$ cat config.mk
export PLATFORM = sky130hd
export DESIGN_NAME = ysyx_22041461_regfile_sb
export DESIGN_NICKNAME = d
export VERILOG_FILES = /design/src/rtl/ysyx_22041461_regfile_sb.sv
export SDC_FILE = /design/constraint.sdc
export NUM_CORES = 2
export LEC_CHECK = 0
export ABC_CLOCK_PERIOD_IN_PS = 11580
export BUFFER_PORTS_ARGS = -buffer_cell sky130_fd_sc_hd__buf_2
export CORE_ASPECT_RATIO = 1.5
export CORE_MARGIN = 4
export CORE_UTILIZATION = 44
export CTS_BUF_LIST = sky130_fd_sc_hd__clkbuf_4 sky130_fd_sc_hd__clkbuf_8 sky130_fd_sc_hd__clkbuf_16
export CTS_CLUSTER_SIZE = 14
export DETAILED_ROUTE_END_ITERATION = 6
export HOLD_SLACK_MARGIN = 0.02
export PLACE_DENSITY = 0.63
export SYNTH_ARGS = -nofsm -noshare
export SYNTH_HDL_FRONTEND = slang
export SYNTH_SLANG_ARGS = --single-unit
export TNS_END_PERCENT = 10
$ cat constraint.sdc
create_clock -name clk -period 11.58 [get_ports clk]
set_input_delay 2.316 -clock clk [delete_from_list [all_inputs] [get_ports clk]]
set_output_delay 2.316 -clock clk [all_outputs]
set_load 0.1 [all_outputs]
$ cat src/rtl/ysyx_22041461_regfile_sb.sv
// ysyx_22041461_regfile_sb
// Integer register file with a per-register pending-write scoreboard.
// Two combinational read ports bypass the write-back port in the same cycle.
// Each register keeps a small counter of outstanding writes, which decode uses to stall on RAW hazards.
// Register 0 is hard-wired to zero and is never tracked.
module ysyx_22041461_regfile_sb #(
   parameter  int XLEN = 64,
   parameter  int NREG = 32,
   parameter  int CNTW = 2,
   localparam int AW   = $clog2(NREG)
) (
   input  logic            clk,
   input  logic            rst,
   input  logic [AW-1:0]   rs1,
   input  logic [AW-1:0]   rs2,
   output logic [XLEN-1:0] rs1_data,
   output logic [XLEN-1:0] rs2_data,
   output logic            rs1_busy,
   output logic            rs2_busy,
   input  logic            iss_valid,
   input  logic [AW-1:0]   iss_rd,
   output logic            iss_ready,
   input  logic            wen,
   input  logic [AW-1:0]   waddr,
   input  logic [XLEN-1:0] wdata,
   input  logic            flush
);

   localparam logic [CNTW-1:0] CNT_ZERO = {CNTW{1'b0}};
   localparam logic [CNTW-1:0] CNT_ONE  = {{(CNTW-1){1'b0}}, 1'b1};
   localparam logic [CNTW-1:0] CNT_MAX  = {CNTW{1'b1}};
   localparam logic [AW-1:0]   ADDR_X0  = {AW{1'b0}};

   logic [XLEN-1:0] regs_r    [NREG];
   logic [CNTW-1:0] cnt_r     [NREG];
   logic [CNTW-1:0] cnt_nxt_s [NREG];
   logic [NREG-1:0] inc_s;
   logic [NREG-1:0] dec_s;
   logic            fire_iss_s;

   // Read port 1: x0 reads zero, otherwise a same-cycle write-back wins over the stored value.
   always_comb begin
      rs1_data = {XLEN{1'b0}};
      if (rs1 == ADDR_X0) begin
         rs1_data = {XLEN{1'b0}};
      end else if (wen && (waddr == rs1)) begin
         rs1_data = wdata;
      end else begin
         rs1_data = regs_r[rs1];
      end
   end

   // Read port 2: same bypass rule as port 1.
   always_comb begin
      rs2_data = {XLEN{1'b0}};
      if (rs2 == ADDR_X0) begin
         rs2_data = {XLEN{1'b0}};
      end else if (wen && (waddr == rs2)) begin
         rs2_data = wdata;
      end else begin
         rs2_data = regs_r[rs2];
      end
   end

   // Busy for port 1: pending writes exist, unless this cycle retires the last one.
   always_comb begin
      rs1_busy = 1'b0;
      if (rs1 == ADDR_X0) begin
         rs1_busy = 1'b0;
      end else if (cnt_r[rs1] == CNT_ZERO) begin
         rs1_busy = 1'b0;
      end else if (wen && (waddr == rs1) && (cnt_r[rs1] == CNT_ONE)) begin
         rs1_busy = 1'b0;
      end else begin
         rs1_busy = 1'b1;
      end
   end

   // Busy for port 2: same rule as port 1.
   always_comb begin
      rs2_busy = 1'b0;
      if (rs2 == ADDR_X0) begin
         rs2_busy = 1'b0;
      end else if (cnt_r[rs2] == CNT_ZERO) begin
         rs2_busy = 1'b0;
      end else if (wen && (waddr == rs2) && (cnt_r[rs2] == CNT_ONE)) begin
         rs2_busy = 1'b0;
      end else begin
         rs2_busy = 1'b1;
      end
   end

   // Refuse a reservation only when the counter is saturated and no retire frees a slot this cycle.
   // The result ignores iss_valid, so decode can hold its request without a combinational loop.
   always_comb begin
      iss_ready = 1'b1;
      if (iss_rd == ADDR_X0) begin
         iss_ready = 1'b1;
      end else if ((cnt_r[iss_rd] == CNT_MAX) && !(wen && (waddr == iss_rd))) begin
         iss_ready = 1'b0;
      end else begin
         iss_ready = 1'b1;
      end
   end

   assign fire_iss_s = iss_valid && iss_ready;

   // Per-register increment and decrement requests. Retiring an untracked register does not decrement.
   always_comb begin
      inc_s = {NREG{1'b0}};
      dec_s = {NREG{1'b0}};
      for (int i = 1; i < NREG; i++) begin
         inc_s[i] = fire_iss_s && (iss_rd == AW'(i));
         dec_s[i] = wen && (waddr == AW'(i)) && (cnt_r[i] != CNT_ZERO);
      end
   end

   // Next counter values: flush clears everything, and a simultaneous issue and retire cancel out.
   always_comb begin
      cnt_nxt_s[0] = CNT_ZERO;
      for (int i = 1; i < NREG; i++) begin
         if (flush) begin
            cnt_nxt_s[i] = CNT_ZERO;
         end else if (inc_s[i] && dec_s[i]) begin
            cnt_nxt_s[i] = cnt_r[i];
         end else if (inc_s[i]) begin
            cnt_nxt_s[i] = cnt_r[i] + CNT_ONE;
         end else if (dec_s[i]) begin
            cnt_nxt_s[i] = cnt_r[i] - CNT_ONE;
         end else begin
            cnt_nxt_s[i] = cnt_r[i];
         end
      end
   end

   // State update: reset clears everything; otherwise write back the data and advance the counters.
   always_ff @(posedge clk) begin
      if (rst) begin
         for (int i = 0; i < NREG; i++) begin
            regs_r[i] <= {XLEN{1'b0}};
            cnt_r[i]  <= CNT_ZERO;
         end
      end else begin
         regs_r[0] <= {XLEN{1'b0}};
         cnt_r[0]  <= CNT_ZERO;
         for (int i = 1; i < NREG; i++) begin
            cnt_r[i] <= cnt_nxt_s[i];
            if (wen && (waddr == AW'(i))) begin
               regs_r[i] <= wdata;
            end
         end
      end
   end

endmodule

==> run metrics <==
HPWL Detailed 198000 um; initial core utilization between 40% and 50%; Worst setup startpoint rs2[0]; VDD IR max 0.114 mV; DRC viols 1; Die Wd just over 400 um; area share of the largest cell type after synthesis 57.4%; Async SR Flop Fraction 0%; Hold Crit Start cnt_r[1][1]; P_int roughly 0.013 W; setup TNS 0 ns; GRT overflow 0; total track usage 29.2%; RePlAce Congestion 0.832; largest cells by area after synthesis edfxtp_1, mux4_2, nor2_1, mux2_2, nand2b_1; post-CTS setup buffer count 0; Clk Tree Root Cell clkbuf_16; Net Count, Synth around 6500; DR iter-0 viols roughly 9700; die height 603 um; Die Area approximately 240000 um^2; largest fanout on the critical path 47; Worst Setup End Kind output port; antenna violations before repair 12; Clock Sinks 2046; layout cell share with drive strength beyond 1 31.6%; pwr dens 161 nW/um^2; Yosys warning count 0; # rows between 200 and 250; vias in the first global route 67346; Worst Path Arrival 6.44 ns; largest net degree at the start of global routing 136; Setup Skew roughly 0.013 ns; Core Region 235000 um^2; Clock power frac 35.6%; Req. time, crit path 9.26 ns; Clock Path Buffers 4; Post-synth EDFFs 1984; Clock Pin Slew Worst Setup and Hold Paths 0.06 ns; fin crit period 8.76 ns; TritonRoute pass-1 iters 7; max-slew violation count 0; Top FF cell, synth edfxtp_1; final non-filler cell total 9548; Seq/Total Area, Yosys 58.6%; I/O Pins 220; reg-to-reg startpoint cnt_r[18][0]; Syn Inst Count ~6400; placed instance area around 110000 um^2; DRT antenna net count 0; Max Fclk roughly 110 MHz; most common cell in the netlist edfxtp_1; startpoint types input pin; Via Count 66467; DRT Wirelength 359000 um; synthesized cell area 104000 um^2; fin crit share 75.6%; Routed WL per cell 37.6 um; first-pass GRT wire length about 500000 um; CTS tree yes; # setup viols final 0; status finished, violations left; min-delay worst type reg2reg; count of port buffers added during placement 219; dominant cell type by area after synthesis edfxtp_1; worst slack, placed about 2.8 ns; Max Cap Viol 0; Logic pwr share 16.1%; CTS Buf Count 198; Area Growth Syn to Fin 9.76%; fin nets 6410; worst skew pair latency 0.87 ns; vias per cell 6.96; hold buffer count at CTS 0; Distinct cells, synth 50; part of the power in registers 48.3%; failing checks DRC; Final Instance Area 114000 um^2; Net Switching 0.00499 W; Syn Area/Cell around 16 um^2; Net Sw Frac 27.2%; P_leak 36.8 nW; CTS H-Tree Depth 4; Rel. slew slack 13.3%; worst setup margin between 2 and 3 ns; placed cells roughly 9000; top cells by instance count after synthesis edfxtp_1, mux4_2, nor2_1, clkbuf_1, nand2b_1; Slew @ Worst Pin around 1.3 ns; Final Hold Viols 0; Resize count post-CTS 0; Synth Register Bits 2046; RSZ-0062 raised after global routing false; critical path type in2out
[state kept, by name, indices dropped and copies added, names as in the netlist]
register / flops
cnt_r: 62
regs_r: 1984
[cell type report]
cell class | instances | area [um^2]
Timing Repair Buffer | 358 | 2400
Tap cell | 3080 | 3850
Multi-Input combinational cell | 3619 | 40100
Antenna cell | 5 | 12.5
Sequential cell | 2046 | 60800
Clock inverter | 94 | 878
Fill cell | 19455 | 121000
Clock buffer | 248 | 5420
Inverter | 98 | 368
[worst paths after layout]
| check | endpoint | slack (ns) | cells after the start |
|---|---|---|---|
| max reg2reg | cnt_r[24][0] | 9.15 | 7 |
| min reg2reg | cnt_r[1][1] | 0.51 | 2 |
| min | cnt_r[1][1] | 0.51 | 2 |
| max | rs2_data[49] | 2.82 | 8 |
[routing by layer]
| layer | wire [um] | share of wire [%] | GRT usage (%) | vias to the layer above |
|---|---|---|---|---|
| met5 | 55 | 0.015 | 0 | - |
| li1 | - | - | - | 25358 |
| met4 | 20200 | 5.6 | 13.7 | 8 |
| met3 | 39600 | 11 | 5.98 | 1071 |
| met1 | 124000 | 35 | 37.3 | 35280 |
| met2 | 175000 | 49 | 48.0 | 4750 |
[worst max-delay path, cell delays in order]
cell and delay, ns:
buf_8 0.49, buf_4 0.83, buf_4 0.73, mux4_2 0.58, mux4_2 0.47, a211oi_1 0.50
nor3_1 0.09, buf_2 0.32
[power groups by stage]
stage          sequential, W  combinational [W]  clock [W]
6_report             0.00888            0.00295    0.00655
3_3_place_gp         0.00897            0.00293          0
3_5_place_dp         0.00903            0.00294          0
5_1_grt              0.00893            0.00305    0.00688
2_1_floorplan        0.00895            0.00212          0
4_1_cts              0.00887            0.00295    0.00659
[placed cells by master (no fill, tap or decap), types with 120 or more instances in the layout]
cell and count:
edfxtp_1 1984, mux4_2 1188, nor2_1 1124, buf_2 208, clkbuf_16 203, nand2_1 198, a21oi_1 187, nand2b_1 184
mux2_2 132, buf_4 127, a22o_1 120
[per-stage QoR]
stage | utilization (%) | total power [W] | hold slack (ns)
finish | 48.5 | 0.0184 | 0.506
global route | 48.5 | 0.0189 | 0.526
CTS | 48.5 | 0.0184 | 0.498
global placement | 45.8 | 0.0119 | 0.474
floorplan | - | 0.0111 | 0.464
detailed placement | 45.8 | 0.0120 | 0.490
[cells by family (layout without fill, tap and decap cells)]
group	count (synthesis)	in the layout	synth area share, %
other	0	5	0
AO/OA/AOI/OAI	571	571	3.74
multiplexers	1331	1331	27.3
buffers and inverters	771	798	3.14
AND/OR/NAND/NOR	1702	1702	7.03
flip-flops	2046	2046	58.6
XOR/XNOR	15	15	0.127
(Power assumes the default switching activity.)
